==> src/rtl/top1_pkg.sv <==
// ---------------------------------------------------------------
// top1_pkg: shared defaults for the APB one-shot timer. Rev 1.0
// ---------------------------------------------------------------
`default_nettype none

package top1_pkg;
  localparam int DATA_W_DEF = 8;
  localparam int DIV_DEF    = 2;
endpackage

`default_nettype wire

==> src/rtl/top1_if.sv <==
// ---------------------------------------------------------------
// top1_if: APB3-style bus (no PREADY) for the timer slave. Rev 1.0
// ---------------------------------------------------------------
`default_nettype none

interface top1_if
  import top1_pkg::*;
#(
  parameter int DATA_W = DATA_W_DEF
);
  logic              PSEL;
  logic              PENABLE;
  logic              PWRITE;
  logic [DATA_W-1:0] PWDATA;
  logic [DATA_W-1:0] PRDATA;

  modport slave (
    input  PSEL,
    input  PENABLE,
    input  PWRITE,
    input  PWDATA,
    output PRDATA
  );

  modport master (
    output PSEL,
    output PENABLE,
    output PWRITE,
    output PWDATA,
    input  PRDATA
  );
endinterface

`default_nettype wire

==> src/rtl/top1_clk_prescaler.sv <==
// ---------------------------------------------------------------
// clk_prescaler: free-running divide-by-DIV tick and square-wave strobe. Rev 1.0
// ---------------------------------------------------------------
`default_nettype none

module clk_prescaler
  import top1_pkg::*;
#(
  parameter int DIV = DIV_DEF
) (
  input  logic clk,
  input  logic rst,
  input  logic restart_i,
  output logic tick_o,
  output logic newclk_o
);
  localparam int CNT_W = (DIV > 1) ? $clog2(DIV) : 1;

  logic [CNT_W-1:0] cnt_q, cnt_d;
  logic             newclk_q, newclk_d;

  assign tick_o   = (cnt_q == CNT_W'(DIV - 1));
  assign newclk_o = newclk_q;

  always_comb begin
    cnt_d    = cnt_q + CNT_W'(1);
    newclk_d = newclk_q;
    // A restart realigns the tick phase to the write that caused it.
    if (restart_i) begin
      cnt_d    = '0;
      newclk_d = 1'b0;
    end else if (tick_o) begin
      cnt_d    = '0;
      newclk_d = ~newclk_q;
    end
  end

  always_ff @(posedge clk) begin
    if (rst) begin
      cnt_q    <= '0;
      newclk_q <= 1'b0;
    end else begin
      cnt_q    <= cnt_d;
      newclk_q <= newclk_d;
    end
  end
endmodule

`default_nettype wire

==> src/rtl/top1.sv <==
// ---------------------------------------------------------------
// top1: APB-programmed one-shot down-counter with expiry pulse. Rev 1.0
// ---------------------------------------------------------------
`default_nettype none

module top1
  import top1_pkg::*;
#(
  parameter int DATA_W = DATA_W_DEF,
  parameter int DIV    = DIV_DEF
) (
  input  logic              PCLK,
  input  logic              PRESETn,
  top1_if.slave             apb,
  output logic              trig,
  output logic [DATA_W-1:0] timer_in,
  output logic              newclk_k,
  output logic [DATA_W-1:0] out
);
  logic              setup_seen_q;
  logic              running_q, running_d;
  logic              trig_q, trig_d;
  logic [DATA_W-1:0] out_q, out_d;
  logic [DATA_W-1:0] timer_in_q, timer_in_d;
  logic [DATA_W-1:0] prdata_q, prdata_d;
  logic              wr_en;
  logic              tick;

  // Requiring a preceding setup cycle limits each transfer to one write.
  assign wr_en = apb.PSEL & apb.PENABLE & apb.PWRITE & setup_seen_q;

  clk_prescaler #(
    .DIV (DIV)
  ) u_prescaler (
    .clk       (PCLK),
    .rst       (PRESETn),
    .restart_i (wr_en),
    .tick_o    (tick),
    .newclk_o  (newclk_k)
  );

  always_comb begin
    out_d      = out_q;
    running_d  = running_q;
    trig_d     = 1'b0;
    timer_in_d = timer_in_q;
    prdata_d   = (apb.PSEL & ~apb.PWRITE) ? out_q : prdata_q;
    if (wr_en) begin
      timer_in_d = apb.PWDATA;
      out_d      = apb.PWDATA;
      running_d  = (apb.PWDATA != '0);
    end else if (tick && running_q && (out_q != '0)) begin
      out_d = out_q - DATA_W'(1);
      if (out_q == DATA_W'(1)) begin
        running_d = 1'b0;
        trig_d    = 1'b1;
      end
    end
  end

  always_ff @(posedge PCLK) begin
    if (PRESETn) begin
      setup_seen_q <= 1'b0;
      running_q    <= 1'b0;
      trig_q       <= 1'b0;
      out_q        <= '0;
      timer_in_q   <= '0;
      prdata_q     <= '0;
    end else begin
      setup_seen_q <= apb.PSEL & ~apb.PENABLE;
      running_q    <= running_d;
      trig_q       <= trig_d;
      out_q        <= out_d;
      timer_in_q   <= timer_in_d;
      prdata_q     <= prdata_d;
    end
  end

  assign apb.PRDATA = prdata_q;
  assign trig       = trig_q;
  assign timer_in   = timer_in_q;
  assign out        = out_q;
endmodule

`default_nettype wire

==> src/flat_wrapper.sv <==
// flat-port wrapper written by rule: the top's interface ports become plain ports
module top1_flat import top1_pkg::*;
#(
  parameter int DATA_W = DATA_W_DEF,
  parameter int DIV    = DIV_DEF
)
  (PCLK, PRESETn, trig, timer_in, newclk_k, out, apb_PSEL, apb_PENABLE, apb_PWRITE, apb_PWDATA, apb_PRDATA);
  top1_if #(.DATA_W(DATA_W)) apb_i ();
  input  logic PCLK;
  input  logic PRESETn;
  output logic trig;
  output logic [DATA_W-1:0] timer_in;
  output logic newclk_k;
  output logic [DATA_W-1:0] out;
  input wire logic [$bits(apb_i.PSEL)-1:0] apb_PSEL;
  input wire logic [$bits(apb_i.PENABLE)-1:0] apb_PENABLE;
  input wire logic [$bits(apb_i.PWRITE)-1:0] apb_PWRITE;
  input wire logic [$bits(apb_i.PWDATA)-1:0] apb_PWDATA;
  output wire logic [$bits(apb_i.PRDATA)-1:0] apb_PRDATA;
  assign apb_i.PSEL = apb_PSEL;
  assign apb_i.PENABLE = apb_PENABLE;
  assign apb_i.PWRITE = apb_PWRITE;
  assign apb_i.PWDATA = apb_PWDATA;
  assign apb_PRDATA = apb_i.PRDATA;
  top1 #(.DATA_W(DATA_W), .DIV(DIV)) u_core (.PCLK(PCLK), .PRESETn(PRESETn), .apb(apb_i), .trig(trig), .timer_in(timer_in), .newclk_k(newclk_k), .out(out));
endmodule
==> config.mk <==
export PLATFORM = sky130hd
export DESIGN_NAME = top1_flat
export DESIGN_NICKNAME = d
export VERILOG_FILES = /design/src/rtl/top1_pkg.sv /design/src/rtl/top1_if.sv /design/src/rtl/top1_clk_prescaler.sv /design/src/rtl/top1.sv /design/src/flat_wrapper.sv
export SDC_FILE = /design/constraint.sdc
export NUM_CORES = 1
export LEC_CHECK = 0
export BUFFER_PORTS_ARGS = -buffer_cell sky130_fd_sc_hd__buf_2
export CAP_MARGIN = 20
export CORE_UTILIZATION = 50
export DETAILED_ROUTE_END_ITERATION = 12
export GPL_TIMING_DRIVEN = 0
export PLACE_DENSITY_LB_ADDON = 0.15
export SYNTH_ARGS = -nofsm -noshare
export SYNTH_HDL_FRONTEND = slang
export SYNTH_SLANG_ARGS = --single-unit
==> constraint.sdc <==
create_clock -name PCLK -period 4.6 [get_ports PCLK]
set_clock_uncertainty 0.1 [all_clocks]
set_input_delay 1.15 -clock PCLK [delete_from_list [all_inputs] [get_ports PCLK]]
set_output_delay 1.15 -clock PCLK [all_outputs]
set_load 0.02 [all_outputs]
==> summary.md <==
| Metric | Value |
|---|---|
| FMAX | `439 MHz` |
| Comb power frac | `7.6%` |
| Placed Cells | `215` |
| # diodes | `0` |
| Area contributors post-synth | `dfxtp_1 46%, nand2_1 10%, a21oi_1 7.6%` |
| Most frequent cell after synthesis | `nand2_1` |
| Power Density | `293 nW/um2` |
| Synth-to-layout area growth | `22.3%` |
| Final period utilization | `49.5%` |
| Slew HR | `62.7%` |
| Layout Nets | `210` |
| Synth cell types | `33` |
| Worst slew pin tran | `0.558 ns` |
| RSZ-0062 raised after global routing | `no` |
| CTS tree | `done` |
| Ys flop type | `dfxtp_1` |
| Core Region | `2300 um2` |
| Via density | `5.51` |
| Routability cong. | `0.808` |
| CP startpoint kind | `flop` |
| GRT Overall Usage | `23.6%` |
| R2R Setup Slk | `2.32 ns` |
| Synth top area share | `46.3%` |
| Sequential area share after synthesis | `46.3%` |
| Flip-flop and latch area | `581 um2` |
| Sw Ratio | `24.5%` |
| Syn_area_per_cell | `8.42 um2` |
| Critical Path End Type | `flop` |
| Post-CTS Hold Buffers | `0` |
| Hold Fails Final Rpt | `0` |
| Total power | `0.450 mW` |
| Syn Inst Count | `149` |
| Final wirelength | `2890 um` |
| Cell-internal power | `0.340 mW` |
| Synth Warn # | `0` |
| Post-CTS sizing | `0` |
| Max Slew Vio Count | `0` |
| DRT iter0 DRCs | `23` |
| Setup CP Type | `reg2reg` |
| # setup viols final | `0` |
| FF+latch count, synth | `29` |
| Max IR drop VDD | `266 uV` |
| Netlist Area Pre-Place | `1250 um2` |
| Area taken by multi-input logic gates | `626 um2` |
| Port-buffer cells | `38` |
| Routed length per instance | `13.0 um` |
| Residual DRC | `0` |
| Die width | `52.1 um` |
| Most frequent cells after synthesis | `34 x nand2_1, 29 x dfxtp_1, 19 x a21oi_1` |
| Seq pwr share | `57.4%` |
| Clock-pin slew on the worst setup and hold paths | `0.09 ns` |
| Fillers | `212` |
| Number of synthesized flops with an enable pin | `0` |
| Ys async rst share | `0%` |
| Longest Clk Path Bufs | `2` |
| Layout cells sized above 1 | `26.3%` |
| Clock sink total | `29` |
| Syn nets | `165` |
| Max Cap Viol | `0` |
| Initial antenna violation count | `0` |
| Final cell count without fillers | `222` |
| Clock power share | `35.0%` |
| Final hold slack | `0.354 ns` |
| Antenna-violating nets left | `0` |
| Postcts setup bufs | `0` |
| Status | `finished, final reports clean` |
| First-pass GRT wire length | `4610 um` |
| Row cnt | `17` |
| Later-pin clock latency in the skew report | `0.33 ns` |
| TritonCTS Buffers | `5` |
| I/O pins | `39` |
| Vias in the first global route | `1045` |
| CP Max Fanout | `7` |
| DPL Wire Length | `2150 um` |
| Arrival @ worst endpoint | `2.42 ns` |
| Vias post-DR | `1224` |
| Largest net degree at the start of global routing | `11` |
| Vert. Die Dim | `52.1 um` |
| Hold Path Class | `reg2reg` |
| Largest area contributor in the netlist | `dfxtp_1` |
| Min Tclk post-route | `2.28 ns` |
| Area of the die | `2710 um2` |
| GR Overflow Total | `0` |
| CTS root buf | `clkbuf_4` |
| Psw | `0.110 mW` |
| Leakage Power | `0.624 nW` |
| Initial Util | `54.6%` |
| TNS Setup | `0 ns` |
| CP required | `4.74 ns` |
| H-Tree Depth | `2` |
| Drt first pass iters | `4` |
routing by layer:
| layer | share of wire, % | GRT usage, % | routed length [um] |
|---|---|---|---|
| met1 | 47 | 28.9 | 1350 |
| met2 | 47 | 37.6 | 1360 |
| met3 | 5.2 | 9.65 | 151 |
| met4 | 0.90 | 6.76 | 26 |
| met5 | 0 | 0 | 0 |
metrics by stage:
step           utilization [%]  worst slack, ns  area, um2
2_1_floorplan                -             2.37       1250
3_3_place_gp              64.4             2.20       1480
3_5_place_dp              64.4             2.19       1480
4_1_cts                   66.8             2.33       1540
5_1_grt                   66.8             2.20       1540
6_report                  66.8             2.32       1540
cell families (layout without fill, tap and decap cells):
kind of cell	after synthesis	in the layout	share of synthesized area, %
XOR/XNOR	5	5	3.49
AND/OR/NAND/NOR	70	70	28.2
AO/OA/AOI/OAI	31	31	15.2
buffers and inverters	11	56	3.89
flip-flops	29	29	46.3
adder cells (fa/ha/maj)	3	3	2.99
path summary, 6_finish.rpt:
path	from	endpoint	cells after the start
max reg2reg	u_core.out[0]	u_core.out[3]	6
max	u_core.out[0]	u_core.out[3]	6
min	u_core.apb.PRDATA[1]	u_core.apb.PRDATA[1]	2
min reg2reg	u_core.apb.PRDATA[1]	u_core.apb.PRDATA[1]	2
layout by cell type, fill, tap and decap left out, types with 3 or more instances in the layout:
| cell | n |
|---|---|
| dfxtp_1 | 29 |
| a21oi_1 | 19 |
| nand2_1 | 34 |
| ha_1 | 3 |
| buf_2 | 38 |
| clkbuf_1 | 8 |
| nor2_1 | 9 |
| nor3_1 | 4 |
| xnor2_1 | 5 |
| clkbuf_4 | 5 |
| a211oi_1 | 4 |
| nor4_1 | 5 |
| or3_1 | 3 |
sequential cells by signal, indices dropped and copies added (netlist names):
| register | cells |
|---|---|
| u_core.u_prescaler.newclk_o | 1 |
| u_core.trig | 1 |
| u_core.out | 8 |
| u_core.setup_seen_q | 1 |
| u_core.apb.PRDATA | 8 |
| u_core.running_q | 1 |
| u_core.u_prescaler.tick_o | 1 |
| u_core.timer_in | 8 |
critical path, cell delays in order, from the launching register on:
cell	delay (ns)
dfxtp_1	0.47
inv_1	0.11
ha_1	0.22
nor3b_1	0.19
a21o_1	0.24
or4_2	0.61
a311oi_1	0.25
cell type report:
cell class                 count  share of cell area (%)
sequential                    29                    37.8
timing repair buffer          38                    12.4
inverter                       2                   0.489
buffer                         9                    2.69
multi-input combinational    109                    40.7
clock buffer                   7                    3.59
tap                           28                    2.28
power by group through the flow:
stage	clock, mW	sequential [mW]	combinational [mW]
3_3_place_gp	0	0.264	0.0333
6_report	0.158	0.258	0.0342
3_5_place_dp	0	0.264	0.0339
2_1_floorplan	0	0.267	0.0159
4_1_cts	0.158	0.258	0.0341
5_1_grt	0.168	0.259	0.0377
(Power assumes the default switching activity.)
